File: src/rtl/mips_pkg.sv
// Shared definitions for the instruction-memory side of the core: loader FSM
// encoding plus address/word geometry also used by imem and the PC adder.
package mips_pkg;

   localparam int IMEM_ADDR_W = 10;
   localparam int WORD_BYTES  = 4;

   typedef enum logic [1:0] {
      ST_IDLE  = 2'd0,
      ST_LOAD  = 2'd1,
      ST_WRITE = 2'd2,
      ST_DONE  = 2'd3
   } ld_state_t;

endpackage

File: src/rtl/byte_packer.sv
// Big-endian byte-to-word packer: the first byte of a word ends up in [31:24].
// word_next is the value the word takes with the byte on byte_in shifted in.
module byte_packer (
   input  logic        CLK,
   input  logic        RESET_N,
   input  logic        clr,
   input  logic        shift_en,
   input  logic [7:0]  byte_in,
   output logic [31:0] word_next,
   output logic        word_full
);

   logic [31:0] word;
   logic [1:0]  byte_cnt;

   always_ff @(posedge CLK or negedge RESET_N) begin
      if (!RESET_N) begin
         word     <= '0;
         byte_cnt <= '0;
      end else if (clr) begin
         word     <= '0;
         byte_cnt <= '0;
      end else if (shift_en) begin
         word     <= word_next;
         byte_cnt <= byte_cnt + 2'd1;
      end
   end

   assign word_next = {word[23:0], byte_in};
   // High in the cycle the 4th byte of a word is being accepted.
   assign word_full = shift_en && (byte_cnt == 2'd3);

endmodule

File: src/rtl/imem_loader.sv
// Writer side of the instruction memory: packs a valid/ready byte stream into
// big-endian words at consecutive addresses while holding the CPU in reset.
module imem_loader
   import mips_pkg::*;
#(
   parameter int ADDR_W    = IMEM_ADDR_W,
   parameter int BASE_ADDR = 0
) (
   input  logic              CLK,
   input  logic              RESET_N,
   input  logic              START,
   input  logic [ADDR_W-1:0] WORD_COUNT,
   input  logic [7:0]        BYTE_IN,
   input  logic              BYTE_VALID,
   output logic              BYTE_READY,
   output logic              IMEM_WE,
   output logic [ADDR_W-1:0] IMEM_ADDR,
   output logic [31:0]       IMEM_WDATA,
   output logic              CPU_HOLD,
   output logic              BUSY,
   output logic              DONE,
   output logic              ERR,
   output logic [7:0]        CHECKSUM
);

   localparam int DEPTH_W   = 2 ** (ADDR_W - 2);
   localparam int MAX_WORDS = DEPTH_W - BASE_ADDR / WORD_BYTES;

   ld_state_t         state, nstate;
   logic [ADDR_W-1:0] words_left, addr_q, addr_out;
   logic [31:0]       wdata_q, pk_next;
   logic              pk_full;
   logic [7:0]        cksum;
   logic              done_q, err_q;
   logic              start_acc, too_big, byte_acc;

   assign start_acc = START && (state == ST_IDLE || state == ST_DONE);
   assign too_big   = {1'b0, WORD_COUNT} > (ADDR_W + 1)'(MAX_WORDS);
   assign byte_acc  = BYTE_VALID && (state == ST_LOAD);

   byte_packer u_packer (
      .CLK       (CLK),
      .RESET_N   (RESET_N),
      .clr       (start_acc),
      .shift_en  (byte_acc),
      .byte_in   (BYTE_IN),
      .word_next (pk_next),
      .word_full (pk_full)
   );

   always_ff @(posedge CLK or negedge RESET_N) begin
      if (!RESET_N) state <= ST_IDLE;
      else          state <= nstate;
   end

   always_comb begin
      nstate = state;
      case (state)
         ST_IDLE, ST_DONE:
            if (start_acc) begin
               if (too_big)                 nstate = ST_IDLE;
               else if (WORD_COUNT == '0)   nstate = ST_DONE;
               else                         nstate = ST_LOAD;
            end
         ST_LOAD:  if (pk_full) nstate = ST_WRITE;
         ST_WRITE: nstate = (words_left == ADDR_W'(1)) ? ST_DONE : ST_LOAD;
         default:  nstate = ST_IDLE;
      endcase
   end

   // Write address/data are captured with the 4th byte so they hold steady
   // outside WRITE while the packer refills.
   always_ff @(posedge CLK or negedge RESET_N) begin
      if (!RESET_N) begin
         words_left <= '0;
         addr_q     <= '0;
         addr_out   <= '0;
         wdata_q    <= '0;
         cksum      <= '0;
         done_q     <= 1'b0;
         err_q      <= 1'b0;
      end else if (start_acc) begin
         words_left <= WORD_COUNT;
         addr_q     <= ADDR_W'(BASE_ADDR);
         cksum      <= '0;
         done_q     <= !too_big && (WORD_COUNT == '0);
         err_q      <= too_big;
      end else begin
         if (byte_acc) cksum <= cksum + BYTE_IN;
         if (pk_full) begin
            wdata_q  <= pk_next;
            addr_out <= addr_q;
         end
         if (state == ST_WRITE) begin
            addr_q     <= addr_q + ADDR_W'(WORD_BYTES);
            words_left <= words_left - ADDR_W'(1);
            if (words_left == ADDR_W'(1)) done_q <= 1'b1;
         end
      end
   end

   always_comb begin
      BYTE_READY = (state == ST_LOAD);
      IMEM_WE    = (state == ST_WRITE);
      BUSY       = (state == ST_LOAD) || (state == ST_WRITE);
      CPU_HOLD   = BUSY;
   end

   assign IMEM_ADDR  = addr_out;
   assign IMEM_WDATA = wdata_q;
   assign DONE       = done_q;
   assign ERR        = err_q;
   assign CHECKSUM   = cksum;

endmodule

File: config.mk
export PLATFORM = sky130hd
export DESIGN_NAME = imem_loader
export DESIGN_NICKNAME = d
export VERILOG_FILES = /design/src/rtl/mips_pkg.sv /design/src/rtl/byte_packer.sv /design/src/rtl/imem_loader.sv
export SDC_FILE = /design/constraint.sdc
export NUM_CORES = 1
export LEC_CHECK = 0
export BUFFER_PORTS_ARGS = -buffer_cell sky130_fd_sc_hd__buf_2
export CORE_ASPECT_RATIO = 0.6
export CORE_UTILIZATION = 56
export CTS_CLUSTER_DIAMETER = 60
export DETAILED_ROUTE_END_ITERATION = 6
export PLACE_DENSITY = 0.79
export SLEW_MARGIN = 10
export SYNTH_ARGS = -nofsm -noshare
export SYNTH_HDL_FRONTEND = slang
export SYNTH_SLANG_ARGS = --single-unit
export TNS_END_PERCENT = 1
File: constraint.sdc
create_clock -name CLK -period 2.5 [get_ports CLK]
set_input_delay 0 -clock CLK [delete_from_list [all_inputs] [get_ports CLK]]
set_output_delay 0 -clock CLK [all_outputs]
set_load 0.05 [all_outputs]
==> run_results.csv, run 1 <==
group,metric,value,unit
status,result_of_the_run,"finished, final reports clean",
logic_synthesis,synth_cells,398,
sta,timing.slew.headroom,0.467,
cells_and_area,multi_input_area,1820,sq um
logic_synthesis,ys_seq_area_frac,0.550,
routing,drcViolationCount,0,
power,power_leakage,0.00267,uW
placed_design,dp_hpwl,6560,microns
placed_design,place_area,4850,sq um
clocking,postCtsSetupBuffers,0,
die,io_pins,78,
clocking,htree_levels,3,
critical_path,critical_path_cell_count,8,
critical_path,r2r_slack,0.50,ns
die,die_y,70.4,microns
cells_and_area,fillerInstances,538,
routing,via_per_inst,5.39,
sta,totalNegativeSetupSlack,0,ns
cells_and_area,final_common_cell,"dfrtp_1",
cells_and_area,area_growth_syn_to_layout,21.8,%
logic_synthesis,syn_area_per_cell,11.0,sq um
cells_and_area,finalNetCount,526,
global_routing,met3_usage,0.0608,
logic_synthesis,synth-async-reset-ratio,1.00,
sta,measured_slew_at_the_worst_slew_check_pin,0.800,ns
critical_path,timing.critical_path.from_type,"flip-flop",
routing,drt_first_pass_iters,5,
critical_path,cell_chain_of_the_critical_path,"ha_1, inv_1, fa_1, and2b_1, o21a_1, o211ai_1, a2111o_1, nand3_1",
routing,drt-wirelength-per-cell,16.0,microns
clocking,clockRootBuffer,"clkbuf_16",
power,peakVddDrop,0.589,mV
critical_path,critical_path.endpoint_type,"flip-flop",
critical_path,req_time_crit_path,2.77,ns
global_routing,grt_antenna_before_repair,0,
clocking,tritoncts.num_buffers,9,
min_path,min_path_type,"in2reg",
die,fp-row-count,24,
logic_synthesis,yosys_warnings,0,
die,initial_cell_density_of_the_core,0.589,
cells_and_area,antenna_cells,0,
logic_synthesis,synth_largest_area_cell,"dfrtp_1",
cells_and_area,final_cell_mix,"96 x dfrtp_1, 78 x nand2_1, 74 x buf_2, 37 x mux2_2, 33 x a21oi_1",
clocking,insertion_delay,0.34,ns
routing,wl,9580,microns
cells_and_area,finish.utilization,0.717,
sta,finClkSkew,0.00430,ns
global_routing,use_met1,0.388,
sta,achievable-frequency,0.499,GHz
logic_synthesis,synth.top_cells.by_area,"dfrtp_1 55%, mux2_2 9.5%, nand2_1 6.7%",
cells_and_area,layout-drive-gt1-share,0.295,
global_routing,globalRoute.totalOverflow,0,
critical_path,r2r-end,"CHECKSUM[6]$_DFFE_PN0P_",
global_routing,grt_start_max_net_pins,62,
global_routing,vias_in_the_first_global_route,3256,
critical_path,critical_path_arrival,2.28,ns
cells_and_area,fin_area,5320,sq um
die,die_x,116,microns
critical_path,worst_path_max_delay_cell,"a2111o_1",
power,power.density,926,nW/um^2
logic_synthesis,yosys.cell_types.count,48,
critical_path,path_buf_inv,1,
sta,timing.final.max_slew_violations,0,
sta,post-route-min-period,2.00,ns
sta,final-setup-viol-count,0,
critical_path,worst_r2r_path_depth,8,
flow_run,drv.max_cap_violation_count,0,
routing,route.vias.total,3226,
sta,finalHoldViolations,0,
global_routing,met2_track_utilization_from_global_routing,0.402,
sta,min_period_over_period,0.801,
critical_path,crit_path_to,"CHECKSUM[6]$_DFFE_PN0P_",
routing,antenna_left,0,
critical_path,critical_path.startpoint,"CHECKSUM[0]$_DFFE_PN0P_",
clocking,path_clk_slew,0.07,ns
clocking,max-clock-path-buffers,2,
critical_path,path_delay_family,"compound AO/OA/AOI/OAI gates",
placed_design,buffer_ports.inserted,75,
clocking,cts_tree,"yes",
global_routing,grt_pass1_wl,16300,microns
routing,drt_iter0_markers,230,
sta,unrepaired_setup_endpoints_after_global_routing,"no",
critical_path,timing.setup.critical_path_class,"reg2reg",
logic_synthesis,synth_enable_flop_cells,0,
critical_path,crit_fanout,3,
critical_path,worst_path_largest_cell_delay,0.39,ns
logic_synthesis,ys_dominant_reg_cell,"dfrtp_1",
global_routing,busiest_layer,"met2",
global_routing,globalRouteTotalUtil,0.267,
die,floorplan.die_area,8170,sq um
die,core_area,7420,sq um
logic_synthesis,ys_ff_latch,96,
clocking,tritoncts_num_sinks,96,
critical_path,r2r-start,"CHECKSUM[0]$_DFFE_PN0P_",
logic_synthesis,synth.cell_area,4370,sq um
placed_design,globalplace.congestion,0.847,
logic_synthesis,synth_top_area_share,0.550,
cells_and_area,layout.area.seq,2400,sq um
==> synth_stat cells (5+ instances only) <==
cell,n
ha_1,13
dfrtp_1,96
nor2_1,15
buf_4,6
clkbuf_1,5
nand3_1,6
a21oi_1,33
xnor2_1,10
inv_1,9
mux2_2,37
xor2_1,7
nand2_1,78
nor3_1,5
o21ai_0,16
buf_2,9
==> where the power goes <==
part | leakage, uW | internal [uW] | switching [uW]
clock | 0.000134 | 684 | 589
sequential | 0.00131 | 1790 | 251
combinational | 0.00123 | 527 | 1090
total | 0.00267 | 3000 | 1930
==> per-stage QoR <==
step	total power (uW)	setup WS [ns]	instances	hold slack, ns
final	4930	0.497	599	0.0901
after global routing	5210	0.359	599	0.127
after CTS	4950	0.510	599	0.0919
after detailed placement	3640	0.553	564	0.131
after global placement	3570	0.602	564	0.132
after floorplan	3230	0.284	399	-0.296
==> worst min path at each step <==
stage               startpoint                       end  slack (ns)  depth (start not counted)
floorplan              RESET_N   CHECKSUM[0]$_DFFE_PN0P_       -0.30                          0
global placement       RESET_N  IMEM_ADDR[8]$_DFFE_PN0P_        0.13                          1
detailed placement     RESET_N  IMEM_ADDR[6]$_DFFE_PN0P_        0.13                          1
CTS                      START          DONE$_DFFE_PN0P_        0.09                          3
global route             START      state[0]$_DFFE_PN0P_        0.13                          3
finish                   START          DONE$_DFFE_PN0P_        0.09                          3
==> state kept, by name, indices dropped and copies added, names as in the netlist <==
name,cells
u_packer.byte_cnt,2
IMEM_ADDR,8
DONE,1
ERR,1
state,2
addr_q,8
IMEM_WDATA,32
u_packer.word,24
words_left,10
CHECKSUM,8
==> layout make-up <==
| class | count | share of cell area |
|---|---|---|
| Sequential cell | 96 | 0.451 |
| Tap cell | 104 | 0.0245 |
| Clock buffer | 9 | 0.0423 |
| Clock inverter | 7 | 0.0101 |
| Multi-Input combinational cell | 272 | 0.343 |
| Inverter | 9 | 0.00635 |
| Timing Repair Buffer | 102 | 0.123 |
==> logic make-up after synthesis <==
| logic type | count (synthesis) | synth area share |
|---|---|---|
| buf+inv | 31 | 0.0344 |
| mux | 42 | 0.107 |
| other cells | 1 | 0.000858 |
| flops | 96 | 0.550 |
| xor+xnor | 17 | 0.0341 |
| compound gates | 69 | 0.0922 |
| simple gates | 128 | 0.140 |
| fa+ha+maj | 14 | 0.0418 |
==> per-layer routing <==
| layer | up-vias | wire length [microns] | share of wire |
|---|---|---|---|
| met1 | 1584 | 4600 | 0.48 |
| met4 | 0 | 104 | 0.011 |
| met5 | - | 0 | 0 |
| li1 | 1542 | - | - |
| met2 | 92 | 4380 | 0.46 |
| met3 | 8 | 503 | 0.052 |
==> repair_timing <==
| action | 4_1_cts | 5_1_grt |
|---|---|---|
| endpoints found under the setup margin | 0 | 0 |
| gates resized for setup | 0 | 0 |
| hold buffers | 19 | 0 |
| hold endpoints to repair | 86 | 0 |
==> worst reg2reg max path, cell delays in order, from the launching register on <==
cell and delay (ns):
dfrtp_1 0.38, ha_1 0.18, inv_1 0.05, fa_1 0.37, and2b_1 0.22, o21a_1 0.16, o211ai_1 0.11, a2111o_1 0.39
nand3_1 0.08
Power figures use the tool's default switching activity.
==> run 2: changes to the inputs <==
Settings changed: CORE_UTILIZATION 56 to 50, PLACE_DENSITY 0.79 to 0.74.
Clock period 2.5 ns to 1.7 ns, I/O delays scaled along.
==> run 2 against run 1 <==
  * The run now ends with setup timing left
  * Largest power group unchanged
  * Hold slack worse by 0.074 ns
  * Design area is 4.2% higher
  * Critical path type unchanged
  * Via count is 1.7% higher
  * Maximum frequency is 5.7% higher
  * Largest cell class unchanged
  * First-iteration DRC count is 30% lower
  * Sequential cell count stayed put
  * Register-to-register slack worse by 0.69 ns
  * Wire length is 5.1% higher
  * Sequential power is 47% higher
==> run_results.csv, run 2 (same netlist as run 1, synthesis figures left out) <==
group,metric,value,unit
status,result_of_the_run,"finished, violations left",
status,violations_in_the_final_reports,"setup timing",
critical_path,r2r-start,"CHECKSUM[0]$_DFFE_PN0P_",
placed_design,pre_cts_ws,-0.220,ns
critical_path,path_delay_family,"compound AO/OA/AOI/OAI gates",
critical_path,cell_chain_of_the_critical_path,"ha_4, inv_2, fa_2, and2b_1, o21a_1, o211ai_1, a2111o_1, nand3_1",
critical_path,worst_path_max_delay_cell,"a2111o_1",
cells_and_area,finalNetCount,543,
sta,post-route-worst-setup-slack,-0.196,ns
die,initial_cell_density_of_the_core,0.535,
die,die_x,123,microns
routing,drt_iter0_markers,160,
clocking,tritoncts.num_buffers,9,
clocking,tritoncts_num_sinks,96,
routing,antenna_left,0,
critical_path,timing.setup.critical_path_class,"reg2reg",
cells_and_area,final_cell_mix,"93 x dfrtp_1, 78 x nand2_1, 74 x buf_2, 37 x mux2_2, 33 x a21oi_1",
critical_path,req_time_crit_path,1.97,ns
sta,timing.slew.headroom,0.658,
critical_path,r2r_slack,-0.20,ns
min_path,min-delay-start,"WORD_COUNT[6]",
global_routing,grt_antenna_before_repair,0,
sta,measured_slew_at_the_worst_slew_check_pin,0.513,ns
critical_path,critical_path.endpoint_type,"flip-flop",
cells_and_area,area_growth_syn_to_layout,26.9,%
cells_and_area,final-instance-count-excl-fill,620,
cells_and_area,fin_area,5550,sq um
cells_and_area,fillerInstances,631,
global_routing,grt_pass1_wl,16600,microns
placed_design,placedCellCount,587,
die,core_area,8160,sq um
routing,route.vias.total,3281,
power,power.density,1410,nW/um^2
critical_path,timing.critical_path.from_type,"flip-flop",
min_path,timing.hold.worst_endpoint,"words_left[6]$_DFFE_PN0P_",
cells_and_area,layout-drive-gt1-share,0.342,
routing,drt_first_pass_iters,4,
flow_run,drv.max_cap_violation_count,0,
routing,drcViolationCount,0,
critical_path,worst_r2r_path_depth,8,
cells_and_area,largest_reg_flops,32,
cells_and_area,finish.utilization,0.679,
placed_design,dp_hpwl,6970,microns
die,fp-row-count,25,
critical_path,path_buf_inv,1,
sta,achievable-frequency,0.528,GHz
sta,post-route-min-period,1.90,ns
clocking,cts_tree,"yes",
sta,timing.final.max_slew_violations,0,
clocking,insertion_delay,0.34,ns
power,peakVddDrop,0.656,mV
global_routing,vias_in_the_first_global_route,3292,
global_routing,grt_start_max_net_pins,42,
die,floorplan.die_area,9130,sq um
clocking,path_clk_slew,0.06,ns
clocking,max-clock-path-buffers,2,
critical_path,worst_path_largest_cell_delay,0.39,ns
critical_path,critical_path_arrival,2.17,ns
die,io_pins,78,
die,die_y,74.4,microns
clocking,clockRootBuffer,"clkbuf_16",
placed_design,place_area,5030,sq um
sta,finClkSkew,0.00669,ns
global_routing,globalRouteTotalUtil,0.242,
placed_design,globalplace.congestion,0.859,
sta,min_period_over_period,1.12,
critical_path,r2r-end,"CHECKSUM[6]$_DFFE_PN0P_",
placed_design,buffer_ports.inserted,75,
routing,via_per_inst,5.29,
sta,totalNegativeSetupSlack,-0.471,ns
cells_and_area,multi_input_area,1870,sq um
clocking,htree_levels,3,
sta,final-setup-viol-count,3,
min_path,min_path_type,"in2reg",
routing,wl,10100,microns
cells_and_area,antenna_cells,0,
cells_and_area,final_common_cell,"dfrtp_1",
min_path,whs_path_depth,3,
sta,unrepaired_setup_endpoints_after_global_routing,"yes",
global_routing,globalRoute.totalOverflow,0,
sta,finalHoldViolations,0,
cells_and_area,layout.area.seq,2410,sq um
routing,drt-wirelength-per-cell,16.2,microns
power,power_leakage,0.00278,uW
critical_path,crit_fanout,2,
[run 2: tightest hold or removal path, cell delays in order]
cell and delay [ns]:
buf_2 0.09, nand2_1 0.08, o21ai_1 0.13
[run 2: cell type report]
| type | instances | share of cell area |
|---|---|---|
| Clock inverter | 6 | 0.0162 |
| Clock buffer | 10 | 0.0413 |
| Inverter | 9 | 0.00609 |
| Tap cell | 108 | 0.0244 |
| Multi-Input combinational cell | 272 | 0.337 |
| Sequential cell | 96 | 0.434 |
| Timing Repair Buffer | 119 | 0.142 |
[run 2: routing by layer]
| layer | wire, microns | vias to the layer above | GRT usage |
|---|---|---|---|
| met5 | 0 | - | 0 |
| met4 | 53 | 0 | 0.0515 |
| li1 | - | 1576 | - |
| met1 | 4980 | 1622 | 0.338 |
| met3 | 538 | 6 | 0.0613 |
| met2 | 4500 | 77 | 0.384 |
[run 2: repair_timing]
action	in CTS	in global routing
hold buffers	16	0
setup buffers	1	0
hold endpoints to repair	58	0
pin swaps	2	0
endpoints found under the setup margin	4	12
resized for setup	4	5
[run 2: worst max-delay path by stage]
stage | from | endpoint | slack (ns) | cells past startpoint
after CTS | CHECKSUM[0]$_DFFE_PN0P_ | CHECKSUM[6]$_DFFE_PN0P_ | -0.18 | 8
after global placement | CHECKSUM[0]$_DFFE_PN0P_ | CHECKSUM[6]$_DFFE_PN0P_ | -0.19 | 8
after global routing | CHECKSUM[0]$_DFFE_PN0P_ | CHECKSUM[6]$_DFFE_PN0P_ | -0.26 | 8
after floorplan | CHECKSUM[0]$_DFFE_PN0P_ | CHECKSUM[6]$_DFFE_PN0P_ | -0.33 | 8
after detailed placement | CHECKSUM[0]$_DFFE_PN0P_ | CHECKSUM[6]$_DFFE_PN0P_ | -0.22 | 8
final | CHECKSUM[0]$_DFFE_PN0P_ | CHECKSUM[6]$_DFFE_PN0P_ | -0.20 | 8
[run 2: power by group]
part           internal, uW  switching, uW
registers              2640            362
clock network          1300            855
logic                   959           1720
[run 2: through the flow]
| step | hold slack (ns) | power, uW |
|---|---|---|
| 6_report | 0.0159 | 7830 |
| 3_3_place_gp | -0.00396 | 5460 |
| 2_1_floorplan | -0.296 | 4760 |
| 5_1_grt | 0.0167 | 8220 |
| 3_5_place_dp | -0.00347 | 5570 |
| 4_1_cts | 0.00160 | 7800 |
==> run 3: changes to the inputs <==
Settings changed: CORE_UTILIZATION 50 to 25, PLACE_DENSITY 0.74 to 0.42.
==> run 3 against run 2 <==
  * Clock skew up 0.0028 ns
  * The flow still finishes with violations (setup timing)
  * Design area grew 3.6%
  * Register-to-register slack about the same
  * Clock-buffer cell count is 1 lower
  * Highest routed layer unchanged
  * Sequential share of layout area shrank 1.5 points
  * Sequential cell count did not move
  * Largest cell class unchanged
==> run_results.csv, run 3 (same netlist as run 1, synthesis figures left out) <==
group,metric,value,unit
routing,drt_first_pass_iters,4,
clocking,cts_tree,"yes",
status,result_of_the_run,"finished, violations left",
sta,min_period_over_period,1.12,
placed_design,buffer_ports.inserted,75,
global_routing,grt_antenna_before_repair,0,
critical_path,crit_fanout,2,
sta,final-setup-viol-count,3,
cells_and_area,final_cell_mix,"94 x dfrtp_1, 78 x nand2_1, 74 x buf_2, 36 x mux2_2, 33 x a21oi_1",
critical_path,worst_path_max_delay_cell,"a2111o_1",
clocking,tritoncts.num_buffers,9,
sta,finClkSkew,0.00952,ns
placed_design,place_area,5240,sq um
critical_path,cell_chain_of_the_critical_path,"ha_4, inv_2, fa_2, and2b_1, o21a_1, o211ai_1, a2111o_1, nand3_1",
clocking,insertion_delay,0.35,ns
die,floorplan.die_area,18000,sq um
cells_and_area,finalNetCount,548,
die,die_x,173,microns
routing,wl,11100,microns
global_routing,grt_start_max_net_pins,42,
die,fp-row-count,37,
critical_path,critical_path.endpoint_type,"flip-flop",
placed_design,dp_hpwl,8010,microns
routing,antenna_left,0,
power,peakVddDrop,0.557,mV
cells_and_area,final_common_cell,"dfrtp_1",
die,core_area,17100,sq um
cells_and_area,layout.area.seq,2400,sq um
critical_path,path_buf_inv,1,
sta,post-route-min-period,1.90,ns
critical_path,critical_path_arrival,2.19,ns
sta,finalHoldViolations,0,
clocking,tritoncts_num_sinks,96,
cells_and_area,antenna_cells,0,
die,die_y,104,microns
power,power_leakage,0.00282,uW
routing,drcViolationCount,0,
clocking,path_clk_slew,0.07,ns
critical_path,timing.critical_path.from_type,"flip-flop",
cells_and_area,fin_area,5750,sq um
critical_path,path_delay_family,"compound AO/OA/AOI/OAI gates",
cells_and_area,multi_input_area,1860,sq um
global_routing,globalRouteTotalUtil,0.133,
cells_and_area,area_growth_syn_to_layout,31.5,%
die,io_pins,78,
critical_path,timing.setup.critical_path_class,"reg2reg",
clocking,htree_levels,3,
clocking,max-clock-path-buffers,2,
cells_and_area,largest_reg_flops,32,
routing,drt-wirelength-per-cell,14.8,microns
critical_path,req_time_crit_path,1.98,ns
critical_path,worst_path_largest_cell_delay,0.39,ns
flow_run,drv.max_cap_violation_count,0,
power,report.power.total,7780,uW
clocking,clockRootBuffer,"clkbuf_16",
cells_and_area,layout-drive-gt1-share,0.342,
global_routing,vias_in_the_first_global_route,3404,
sta,unrepaired_setup_endpoints_after_global_routing,"yes",
clocking,postCtsSetupBuffers,0,
placed_design,globalplace.congestion,0.809,
min_path,min_path_type,"in2reg",
power,power.density,1350,nW/um^2
routing,route.vias.total,3263,
routing,drt_iter0_markers,158,
sta,totalNegativeSetupSlack,-0.425,ns
routing,via_per_inst,4.34,
sta,post-route-worst-setup-slack,-0.203,ns
die,initial_cell_density_of_the_core,0.255,
cells_and_area,fillerInstances,1770,
status,violations_in_the_final_reports,"setup timing",
sta,timing.final.max_slew_violations,0,
cells_and_area,finish.utilization,0.336,
global_routing,globalRoute.totalOverflow,0,
sta,achievable-frequency,0.525,GHz
global_routing,grt_pass1_wl,18500,microns
-- run 3: changes by cell type in the layout (fill, tap and decap cells not counted), sizes merged --
| cell | before | now |
|---|---|---|
| buf | 103 | 106 |
| dlygate4sd3 | 16 | 18 |
| inv | 11 | 14 |
| bufinv | 2 | 0 |
| clkinv | 1 | 2 |
| clkinvlp | 1 | 0 |
| clkbuf | 10 | 9 |
-- run 3: area by class of cell --
class / count / area share
clock buffers: 9 / 0.0392
clock inverters: 7 / 0.0133
inverters: 9 / 0.00588
multi-input cells: 272 / 0.324
flip-flops and latches: 96 / 0.418
well taps: 234 / 0.0509
repair buffers: 124 / 0.148
-- run 3: final timing paths --
kind / end / cells after the start / startpoint / slack, ns
min in group asynchronous: addr_q[7]$_DFFE_PN0P_ / 2 / RESET_N / 0.16
max: CHECKSUM[6]$_DFFE_PN0P_ / 8 / CHECKSUM[0]$_DFFE_PN0P_ / -0.20
min: IMEM_WDATA[1]$_DFFE_PN0P_ / 3 / BYTE_IN[1] / 0.02
max in group asynchronous: IMEM_ADDR[2]$_DFFE_PN0P_ / 3 / RESET_N / 1.00
max reg2reg: CHECKSUM[6]$_DFFE_PN0P_ / 8 / CHECKSUM[0]$_DFFE_PN0P_ / -0.20
min reg2reg: IMEM_WDATA[1]$_DFFE_PN0P_ / 2 / IMEM_WDATA[1]$_DFFE_PN0P_ / 0.48
-- run 3: power breakdown --
group | internal (uW) | total, uW | switching, uW
Sequential | 2630 | 2980 | 353
Combinational | 1030 | 2730 | 1690
Clock | 1050 | 2060 | 1010
Total | 4710 | 7780 | 3060
-- run 3: repair_timing --
action / in CTS / in global routing
endpoints found under the hold margin: 55 / 0
hold buffers: 18 / 0
setup endpoints to repair: 3 / 53
pin swaps: 1 / 0
gates resized for setup: 2 / 5
-- run 3: tightest hold or removal path: stages --
cell and delay, ns:
buf_2 0.12, inv_1 0.11, o21ai_0 0.10
-- run 3: metrics by stage --
stage                     hold slack (ns)  instances  setup slack (ns)
after floorplan                    -0.296        399            -0.333
final                              0.0205        751            -0.203
after detailed placement       -0.0000230        717            -0.212
after global routing               0.0373        751            -0.296
after CTS                         0.00907        751            -0.189
after global placement           -0.00566        717            -0.169
-- run 3: per-layer routing --
layer,GRT usage,vias to the layer above,wire length (microns)
met5,0,-,0
met4,0.0303,0,54
met3,0.0376,5,624
met2,0.182,80,4370
met1,0.201,1585,6070
li1,-,1593,-
